**src/rtl/fftbin_fetch_ctrl_pkg.sv**
```systemverilog
// Shared types for the DOA bin-fetch path: default widths, fetch FSM states,
// and the complex sample layout downstream logic uses to unpack RAM words.
package fftbin_fetch_ctrl_pkg;

  localparam int DFLT_ADDR_W = 10;
  localparam int DFLT_DATA_W = 24;
  localparam int CPLX_W      = 12;

  typedef enum logic [2:0] {
    FS_IDLE    = 3'd0,
    FS_ISSUE   = 3'd1,
    FS_WAIT    = 3'd2,
    FS_PRESENT = 3'd3,
    FS_FINISH  = 3'd4
  } fetch_state_t;

  // RAM word layout: real part in the upper half, imaginary in the lower.
  typedef struct packed {
    logic signed [CPLX_W-1:0] re;
    logic signed [CPLX_W-1:0] im;
  } cplx_t;

endpackage

```
**src/rtl/fftbin_fetch_ctrl_if.sv**
```systemverilog
// Bin bundle stream from the fetch controller to the weight/DOA computation.
// Valid/ready: a bundle moves only when bin_valid and bin_ready are both high.
interface fftbin_fetch_ctrl_if
  import fftbin_fetch_ctrl_pkg::*;
#(
  parameter int ADDR_W = DFLT_ADDR_W,
  parameter int DATA_W = DFLT_DATA_W
);

  logic              bin_valid;
  logic              bin_ready;
  logic [ADDR_W-1:0] bin_idx;
  logic [DATA_W-1:0] bin_q1;
  logic [DATA_W-1:0] bin_q2;
  logic [DATA_W-1:0] bin_q3;
  logic [DATA_W-1:0] bin_q4;
  logic              bin_last;

  modport master (
    output bin_valid, bin_idx, bin_q1, bin_q2, bin_q3, bin_q4, bin_last,
    input  bin_ready
  );

  modport slave (
    input  bin_valid, bin_idx, bin_q1, bin_q2, bin_q3, bin_q4, bin_last,
    output bin_ready
  );

endinterface

```
**src/rtl/fftbin_fetch_ctrl_window.sv**
```systemverilog
// Combinational window generator: maps (maxbin, beat pointer) to the candidate
// bin maxbin-1+ptr, whether it is a legal bin, and whether it ends the window.
module fftbin_fetch_ctrl_window #(
  parameter int NBINS  = 512,
  parameter int ADDR_W = 10
) (
  input  logic [ADDR_W-1:0] maxbin,
  input  logic [1:0]        ptr,
  output logic [ADDR_W-1:0] cand_addr,
  output logic              in_range,
  output logic              is_last
);

  // One guard bit beyond the signed address so maxbin+1 can never wrap.
  logic signed [ADDR_W+1:0] cand;

  assign cand = $signed({2'b00, maxbin})
              + $signed({{ADDR_W{1'b0}}, ptr})
              - $signed((ADDR_W+2)'(1));

  assign cand_addr = cand[ADDR_W-1:0];
  assign in_range  = !cand[ADDR_W+1] && (int'(cand) < NBINS);

  // Legal bins form a contiguous run, so the window ends at the third
  // candidate or wherever the next one would fall off the top.
  assign is_last = in_range && ((ptr == 2'd2) || (int'(cand) + 1 >= NBINS));

endmodule

```
**src/rtl/fftbin_fetch_ctrl.sv**
```systemverilog
// Fetches the 4-mic bins around freqdetect's dominant bin and streams them out;
// passes freqdetect's read address through to the RAMs whenever idle.
module fftbin_fetch_ctrl
  import fftbin_fetch_ctrl_pkg::*;
#(
  parameter int NBINS  = 512,
  parameter int ADDR_W = DFLT_ADDR_W,
  parameter int DATA_W = DFLT_DATA_W,
  parameter int RD_LAT = 2
) (
  input  logic                clk,
  input  logic                reset,
  input  logic                detectdone,
  input  logic [ADDR_W-1:0]   maxbin,
  input  logic [ADDR_W-1:0]   fd_rdaddr,
  output logic [ADDR_W-1:0]   ram_rdaddr,
  input  logic [DATA_W-1:0]   ram1q,
  input  logic [DATA_W-1:0]   ram2q,
  input  logic [DATA_W-1:0]   ram3q,
  input  logic [DATA_W-1:0]   ram4q,
  fftbin_fetch_ctrl_if.master bin,
  output logic                busy,
  output logic                done,
  output logic                err
);

  localparam int LAT_W = (RD_LAT > 1) ? $clog2(RD_LAT) : 1;

  localparam logic [2:0] IDLE    = FS_IDLE;
  localparam logic [2:0] ISSUE   = FS_ISSUE;
  localparam logic [2:0] WAIT    = FS_WAIT;
  localparam logic [2:0] PRESENT = FS_PRESENT;
  localparam logic [2:0] FINISH  = FS_FINISH;

  logic [2:0]        state;
  logic [ADDR_W-1:0] maxbin_q;
  logic [1:0]        ptr;
  logic [LAT_W-1:0]  lat_cnt;
  logic [ADDR_W-1:0] addr_q;

  logic [ADDR_W-1:0] cand_addr;
  logic              cand_ok;
  logic              cand_last;
  logic              maxbin_oob;

  fftbin_fetch_ctrl_window #(
    .NBINS  (NBINS),
    .ADDR_W (ADDR_W)
  ) u_window (
    .maxbin    (maxbin_q),
    .ptr       (ptr),
    .cand_addr (cand_addr),
    .in_range  (cand_ok),
    .is_last   (cand_last)
  );

  assign maxbin_oob = 32'(maxbin) >= NBINS;
  assign busy       = (state != IDLE);
  assign done       = (state == FINISH);

  // The RAMs belong to freqdetect except while a fetch is actually in flight.
  always_comb begin
    ram_rdaddr = fd_rdaddr;
    case (state)
      ISSUE:         ram_rdaddr = cand_addr;
      WAIT, PRESENT: ram_rdaddr = addr_q;
      default:       ram_rdaddr = fd_rdaddr;
    endcase
  end

  always_ff @(posedge clk or negedge reset) begin
    if (!reset) begin
      state         <= IDLE;
      maxbin_q      <= '0;
      ptr           <= '0;
      lat_cnt       <= '0;
      addr_q        <= '0;
      err           <= 1'b0;
      bin.bin_valid <= 1'b0;
      bin.bin_last  <= 1'b0;
      bin.bin_idx   <= '0;
      bin.bin_q1    <= '0;
      bin.bin_q2    <= '0;
      bin.bin_q3    <= '0;
      bin.bin_q4    <= '0;
    end else begin
      err <= detectdone && ((state != IDLE) || maxbin_oob);

      case (state)
        IDLE: begin
          if (detectdone) begin
            if (maxbin_oob) begin
              state <= FINISH;
            end else begin
              maxbin_q <= maxbin;
              // maxbin-1 is only illegal at bin 0; start one candidate later.
              ptr      <= (maxbin == '0) ? 2'd1 : 2'd0;
              state    <= ISSUE;
            end
          end
        end

        ISSUE: begin
          addr_q  <= cand_addr;
          lat_cnt <= LAT_W'(RD_LAT - 1);
          state   <= cand_ok ? WAIT : FINISH;
        end

        WAIT: begin
          if (lat_cnt == '0) begin
            bin.bin_q1    <= ram1q;
            bin.bin_q2    <= ram2q;
            bin.bin_q3    <= ram3q;
            bin.bin_q4    <= ram4q;
            bin.bin_idx   <= addr_q;
            bin.bin_last  <= cand_last;
            bin.bin_valid <= 1'b1;
            state         <= PRESENT;
          end else begin
            lat_cnt <= lat_cnt - 1'b1;
          end
        end

        PRESENT: begin
          if (bin.bin_ready) begin
            bin.bin_valid <= 1'b0;
            if (bin.bin_last) begin
              state <= FINISH;
            end else begin
              ptr   <= ptr + 2'd1;
              state <= ISSUE;
            end
          end
        end

        FINISH:  state <= IDLE;
        default: state <= IDLE;
      endcase
    end
  end

endmodule

```
**src/flat_wrapper.sv**
```systemverilog
// flat-port wrapper written by rule: the top's interface ports become plain ports
module fftbin_fetch_ctrl_flat import fftbin_fetch_ctrl_pkg::*;
#(
  parameter int NBINS  = 512,
  parameter int ADDR_W = DFLT_ADDR_W,
  parameter int DATA_W = DFLT_DATA_W,
  parameter int RD_LAT = 2
)
  (clk, reset, detectdone, maxbin, fd_rdaddr, ram_rdaddr, ram1q, ram2q, ram3q, ram4q, busy, done, err, bin_bin_valid, bin_bin_idx, bin_bin_q1, bin_bin_q2, bin_bin_q3, bin_bin_q4, bin_bin_last, bin_bin_ready);
  fftbin_fetch_ctrl_if #(.ADDR_W(ADDR_W), .DATA_W(DATA_W)) bin_i ();
  input  logic clk;
  input  logic reset;
  input  logic detectdone;
  input  logic [ADDR_W-1:0] maxbin;
  input  logic [ADDR_W-1:0] fd_rdaddr;
  output logic [ADDR_W-1:0] ram_rdaddr;
  input  logic [DATA_W-1:0] ram1q;
  input  logic [DATA_W-1:0] ram2q;
  input  logic [DATA_W-1:0] ram3q;
  input  logic [DATA_W-1:0] ram4q;
  output logic busy;
  output logic done;
  output logic err;
  output wire logic [$bits(bin_i.bin_valid)-1:0] bin_bin_valid;
  output wire logic [$bits(bin_i.bin_idx)-1:0] bin_bin_idx;
  output wire logic [$bits(bin_i.bin_q1)-1:0] bin_bin_q1;
  output wire logic [$bits(bin_i.bin_q2)-1:0] bin_bin_q2;
  output wire logic [$bits(bin_i.bin_q3)-1:0] bin_bin_q3;
  output wire logic [$bits(bin_i.bin_q4)-1:0] bin_bin_q4;
  output wire logic [$bits(bin_i.bin_last)-1:0] bin_bin_last;
  input wire logic [$bits(bin_i.bin_ready)-1:0] bin_bin_ready;
  assign bin_bin_valid = bin_i.bin_valid;
  assign bin_bin_idx = bin_i.bin_idx;
  assign bin_bin_q1 = bin_i.bin_q1;
  assign bin_bin_q2 = bin_i.bin_q2;
  assign bin_bin_q3 = bin_i.bin_q3;
  assign bin_bin_q4 = bin_i.bin_q4;
  assign bin_bin_last = bin_i.bin_last;
  assign bin_i.bin_ready = bin_bin_ready;
  fftbin_fetch_ctrl #(.NBINS(NBINS), .ADDR_W(ADDR_W), .DATA_W(DATA_W), .RD_LAT(RD_LAT)) u_core (.clk(clk), .reset(reset), .detectdone(detectdone), .maxbin(maxbin), .fd_rdaddr(fd_rdaddr), .ram_rdaddr(ram_rdaddr), .ram1q(ram1q), .ram2q(ram2q), .ram3q(ram3q), .ram4q(ram4q), .bin(bin_i), .busy(busy), .done(done), .err(err));
endmodule
```
**config.mk**
```make
export PLATFORM = sky130hd
export DESIGN_NAME = fftbin_fetch_ctrl_flat
export DESIGN_NICKNAME = d
export VERILOG_FILES = /design/src/rtl/fftbin_fetch_ctrl_pkg.sv /design/src/rtl/fftbin_fetch_ctrl_if.sv /design/src/rtl/fftbin_fetch_ctrl_window.sv /design/src/rtl/fftbin_fetch_ctrl.sv /design/src/flat_wrapper.sv
export SDC_FILE = /design/constraint.sdc
export NUM_CORES = 1
export LEC_CHECK = 0
export ABC_AREA = 1
export ABC_CLOCK_PERIOD_IN_PS = 5220
export BUFFER_PORTS_ARGS = -buffer_cell sky130_fd_sc_hd__buf_2
export CORE_MARGIN = 4
export CORE_UTILIZATION = 37
export CTS_CLUSTER_DIAMETER = 150
export DETAILED_ROUTE_END_ITERATION = 8
export GPL_TIMING_DRIVEN = 0
export HOLD_SLACK_MARGIN = 0.1
export SLEW_MARGIN = 5
export SYNTH_ARGS = -nofsm -noshare
export SYNTH_HDL_FRONTEND = slang
export SYNTH_HIERARCHICAL = 1
export SYNTH_SLANG_ARGS = --single-unit
```
**constraint.sdc**
```tcl
create_clock -name clk -period 5.22 [get_ports clk]
set_input_delay 0.783 -clock clk [delete_from_list [all_inputs] [get_ports clk]]
set_output_delay 0.783 -clock clk [all_outputs]
set_load 0.01 [all_outputs]
```
==> flow_summary_export.csv <==
group,metric,value,unit
worst_setup_path,crit_arrival,2.68,ns
pwr,p_int,0.00318,W
worst_setup_path,cp-end-kind,"primary output",
layout,synthToLayoutAreaGrowth,34.2,%
worst_setup_path,rr_worst_depth,16,
clock_tree,ctsHoldBuffers,0,
yosys,netlist_area,0.00623,mm2
sta,hold_slack,0.369,ns
sta,fin_crit,3.47,ns
sta,setup_tns,0,ns
yosys,yosysWarnings,6,
yosys,avgSynthCellArea,8.08,um2
pwr,power_density,652,mW/mm2
worst_setup_path,crit_path_max_incr_delay,0.44,ns
detailed_routing,drc_errors,0,
clock_tree,cts_tree,"yes",
detailed_routing,route.vias.total,5822,
worst_setup_path,crit_buf_inv,3,
pwr,power.leakage,4.75,nW
sta,worstMarginPinSlew,0.651,ns
detailed_routing,avgRoutedWirePerCell,14.9,um
clock_tree,cts.repair_timing.setup_buffer_count,0,
pwr,seqPwrFrac,0.327,
pwr,power_frac_comb,0.441,
sta,max_slew_margin,0.566,
global_route,grt_pass1_wl,28700,um
pwr,p_sw_frac,0.417,
sta,setup_viol,0,
clock_tree,htree_levels,4,
placed_design,port_buffers,240,
worst_setup_path,cp_max_fo,3,
clock_tree,root_buffer,"clkbuf_16",
sta,slew_violations,0,
clock_tree,cts_made_buffers,17,
sta,max_freq,288,MHz
sta,period_share,0.664,
yosys,synthCells,771,
worst_hold_path,min_path_type,"primary input to asynchronous set/reset pin",
flow_run,maxCapViolCount,0,
layout,layout_commonest_cell,"nand2_1",
sta,rsz0062_at_grt,"false",
worst_setup_path,rr_endpoint,"u_core/bin.bin_last$_DFFE_PN0P_",
yosys,synth_fp_nets,905,
clock_tree,clockBufferDepth,2,
worst_setup_path,r2r_start,"u_core/ptr[1]$_DFFE_PN0P_",
worst_setup_path,worstSetupStartpointType,"register",
die,core_area,0.0165,mm2
global_route,grt_usage,0.195,
die,die_h,138,um
detailed_routing,postRouteAntennaNets,0,
pwr,clkPwrFrac,0.232,
yosys,synth-seq-cells,135,
worst_setup_path,path_cells,"inv_1 > ha_1 > inv_1 > ha_1 > fa_1 > nand2_2 > nand2_2 > nand4_2 > nand2_1 > nand2_1 > nand2_2 > nand2_1 > o211ai_1 > buf_2",
placed_design,dp_hpwl,14300,um
clock_tree,cts_resized,0,
layout,mostFrequentLayoutCells,"nand2_1 (306), buf_2 (254), dfrtp_1 (135)",
global_route,grt-ovfl-total,0,
layout,final_util,0.506,
die,placementRows,47,
layout,layout-drive-gt1-share,0.293,
layout,nNetsFinal,1165,
clock_tree,clk_pin_slew,0.06,ns
global_route,antenna_found_initial,2,
yosys,ys_types,28,
clock_tree,clock_latency,0.42,ns
pwr,vdd_drop_max,0.294,mV
sta,hold_viol_final,0,
yosys,synth.yosys.seq_area_share,0.542,
global_route,grt_pass1_vias,5481,
die,design.die.area,0.0190,mm2
die,initial_core_util,0.377,
detailed_routing,via_per_inst,4.60,
worst_setup_path,crit_family,"adder cells",
detailed_routing,first_pass_iters,7,
worst_setup_path,reg2reg_slack,2.70,ns
placed_design,gp_congestion,0.844,
pwr,power_switching,0.00227,W
die,ios,241,
worst_setup_path,worstPathRequired,4.44,ns
worst_setup_path,slowest_stage,"fa_1",
sta,clock_skew,0.0106,ns
clock_tree,clkSinkCount,135,
detailed_routing,drt-initial-drc-count,277,
die,fp.dieW,138,um
layout,fillers,1646,
outcome,outcome,"finished clean",
detailed_routing,wl,18900,um
worst_setup_path,critPathKind,"register to primary output",
global_route,grt_max_degree,69,
==> cell type report <==
cell class,count,area (um2),share of cell area
inverter,68,255,0.0305
tap,220,275,0.0329
timing repair buffer,241,1230,0.148
clock inverter,14,188,0.0225
antenna,1,2.50,0.000299
clock buffer,18,429,0.0514
sequential,135,3380,0.404
multi-input combinational,531,2430,0.291
buffer,37,161,0.0193
==> through the flow <==
stage / setup WS (ns) / power (W) / area [um2] / std cells
CTS: 1.73 / 0.00551 / 8350 / 1264
detailed placement: 2.19 / 0.00422 / 7740 / 1232
global route: 1.55 / 0.00592 / 8360 / 1265
finish: 1.75 / 0.00545 / 8360 / 1265
floorplan: 2.51 / 0.00326 / 6230 / 771
global placement: 1.38 / 0.00418 / 7700 / 1231
==> state kept, by name (all words and copies together), names as in the netlist <==
register              flops
u_core/bin.bin_q1        24
u_core/bin.bin_q2        24
u_core/bin.bin_q3        24
u_core/bin.bin_q4        24
u_core/addr_q            10
u_core/bin.bin_idx       10
u_core/maxbin_q          10
u_core/state              3
u_core/ptr                2
u_core/bin.bin_last       1
u_core/bin.bin_valid      1
u_core/err                1
u_core/lat_cnt            1
==> Yosys cell counts <==
library cell	n	area [um2]
and2_1	1	6.26
inv_1	64	240
dfrtp_1	135	3380
xnor2_1	1	8.76
o211ai_1	10	75.1
buf_1	1	3.75
nand3b_2	1	11.3
nand4_1	3	18.8
nand3_2	1	10.0
nor2_2	1	6.26
buf_2	15	75.1
or2_2	1	6.26
a21boi_0	2	15.0
nor2_1	27	101
inv_2	4	15.0
clkbuf_1	20	75.1
ha_1	13	163
a21oi_1	4	20.0
a21oi_2	2	17.5
fa_1	1	20.0
nand3_1	119	596
nand4_2	1	12.5
nor3_1	2	10.0
nand2_2	7	43.8
nand2_1	306	1150
buf_4	1	7.51
o21ai_0	27	135
o21bai_1	1	7.51
==> cell families after synthesis <==
| kind of cell | after synthesis | synth area share |
|---|---|---|
| xor+xnor | 1 | 0.00141 |
| compound gates | 46 | 0.0434 |
| simple gates | 470 | 0.316 |
| fa+ha+maj | 14 | 0.0293 |
| buf+inv | 105 | 0.0669 |
| flops | 135 | 0.542 |
==> worst max path at each step <==
stage,startpoint,to,cells after the start
after floorplan,u_core/ptr[1]$_DFFE_PN0P_,ram_rdaddr[9],13
final,u_core/ptr[1]$_DFFE_PN0P_,ram_rdaddr[9],14
after global routing,u_core/ptr[1]$_DFFE_PN0P_,ram_rdaddr[9],14
after CTS,u_core/ptr[1]$_DFFE_PN0P_,ram_rdaddr[9],14
after detailed placement,u_core/ptr[1]$_DFFE_PN0P_,ram_rdaddr[9],14
after global placement,reset,u_core/bin.bin_q4[9]$_DFFE_PN0P_,1
==> power groups by stage <==
stage               clock network, W  registers (W)  logic, W
floorplan                          0        0.00199   0.00127
global placement                   0        0.00179   0.00240
detailed placement                 0        0.00179   0.00243
CTS                          0.00129        0.00178   0.00244
global route                 0.00134        0.00185   0.00274
finish                       0.00126        0.00178   0.00240
==> worst register-to-register path: cells and delay by family, from the launching register on <==
kind / cells / cell delay, ns
buf+inv: 2 / 0.12
fa+ha+maj: 3 / 0.94
flops: 1 / 0.39
compound gates: 1 / 0.11
simple gates: 10 / 0.90
==> per-layer routing <==
metal | vias up | track usage | routed length, um
met3 | 23 | 0.0595 | 1360
met5 | - | 0 | 14
met1 | 2667 | 0.255 | 8160
met4 | 2 | 0.0571 | 303
met2 | 160 | 0.313 | 9020
li1 | 2970 | - | -
(Power assumes the default switching activity.)
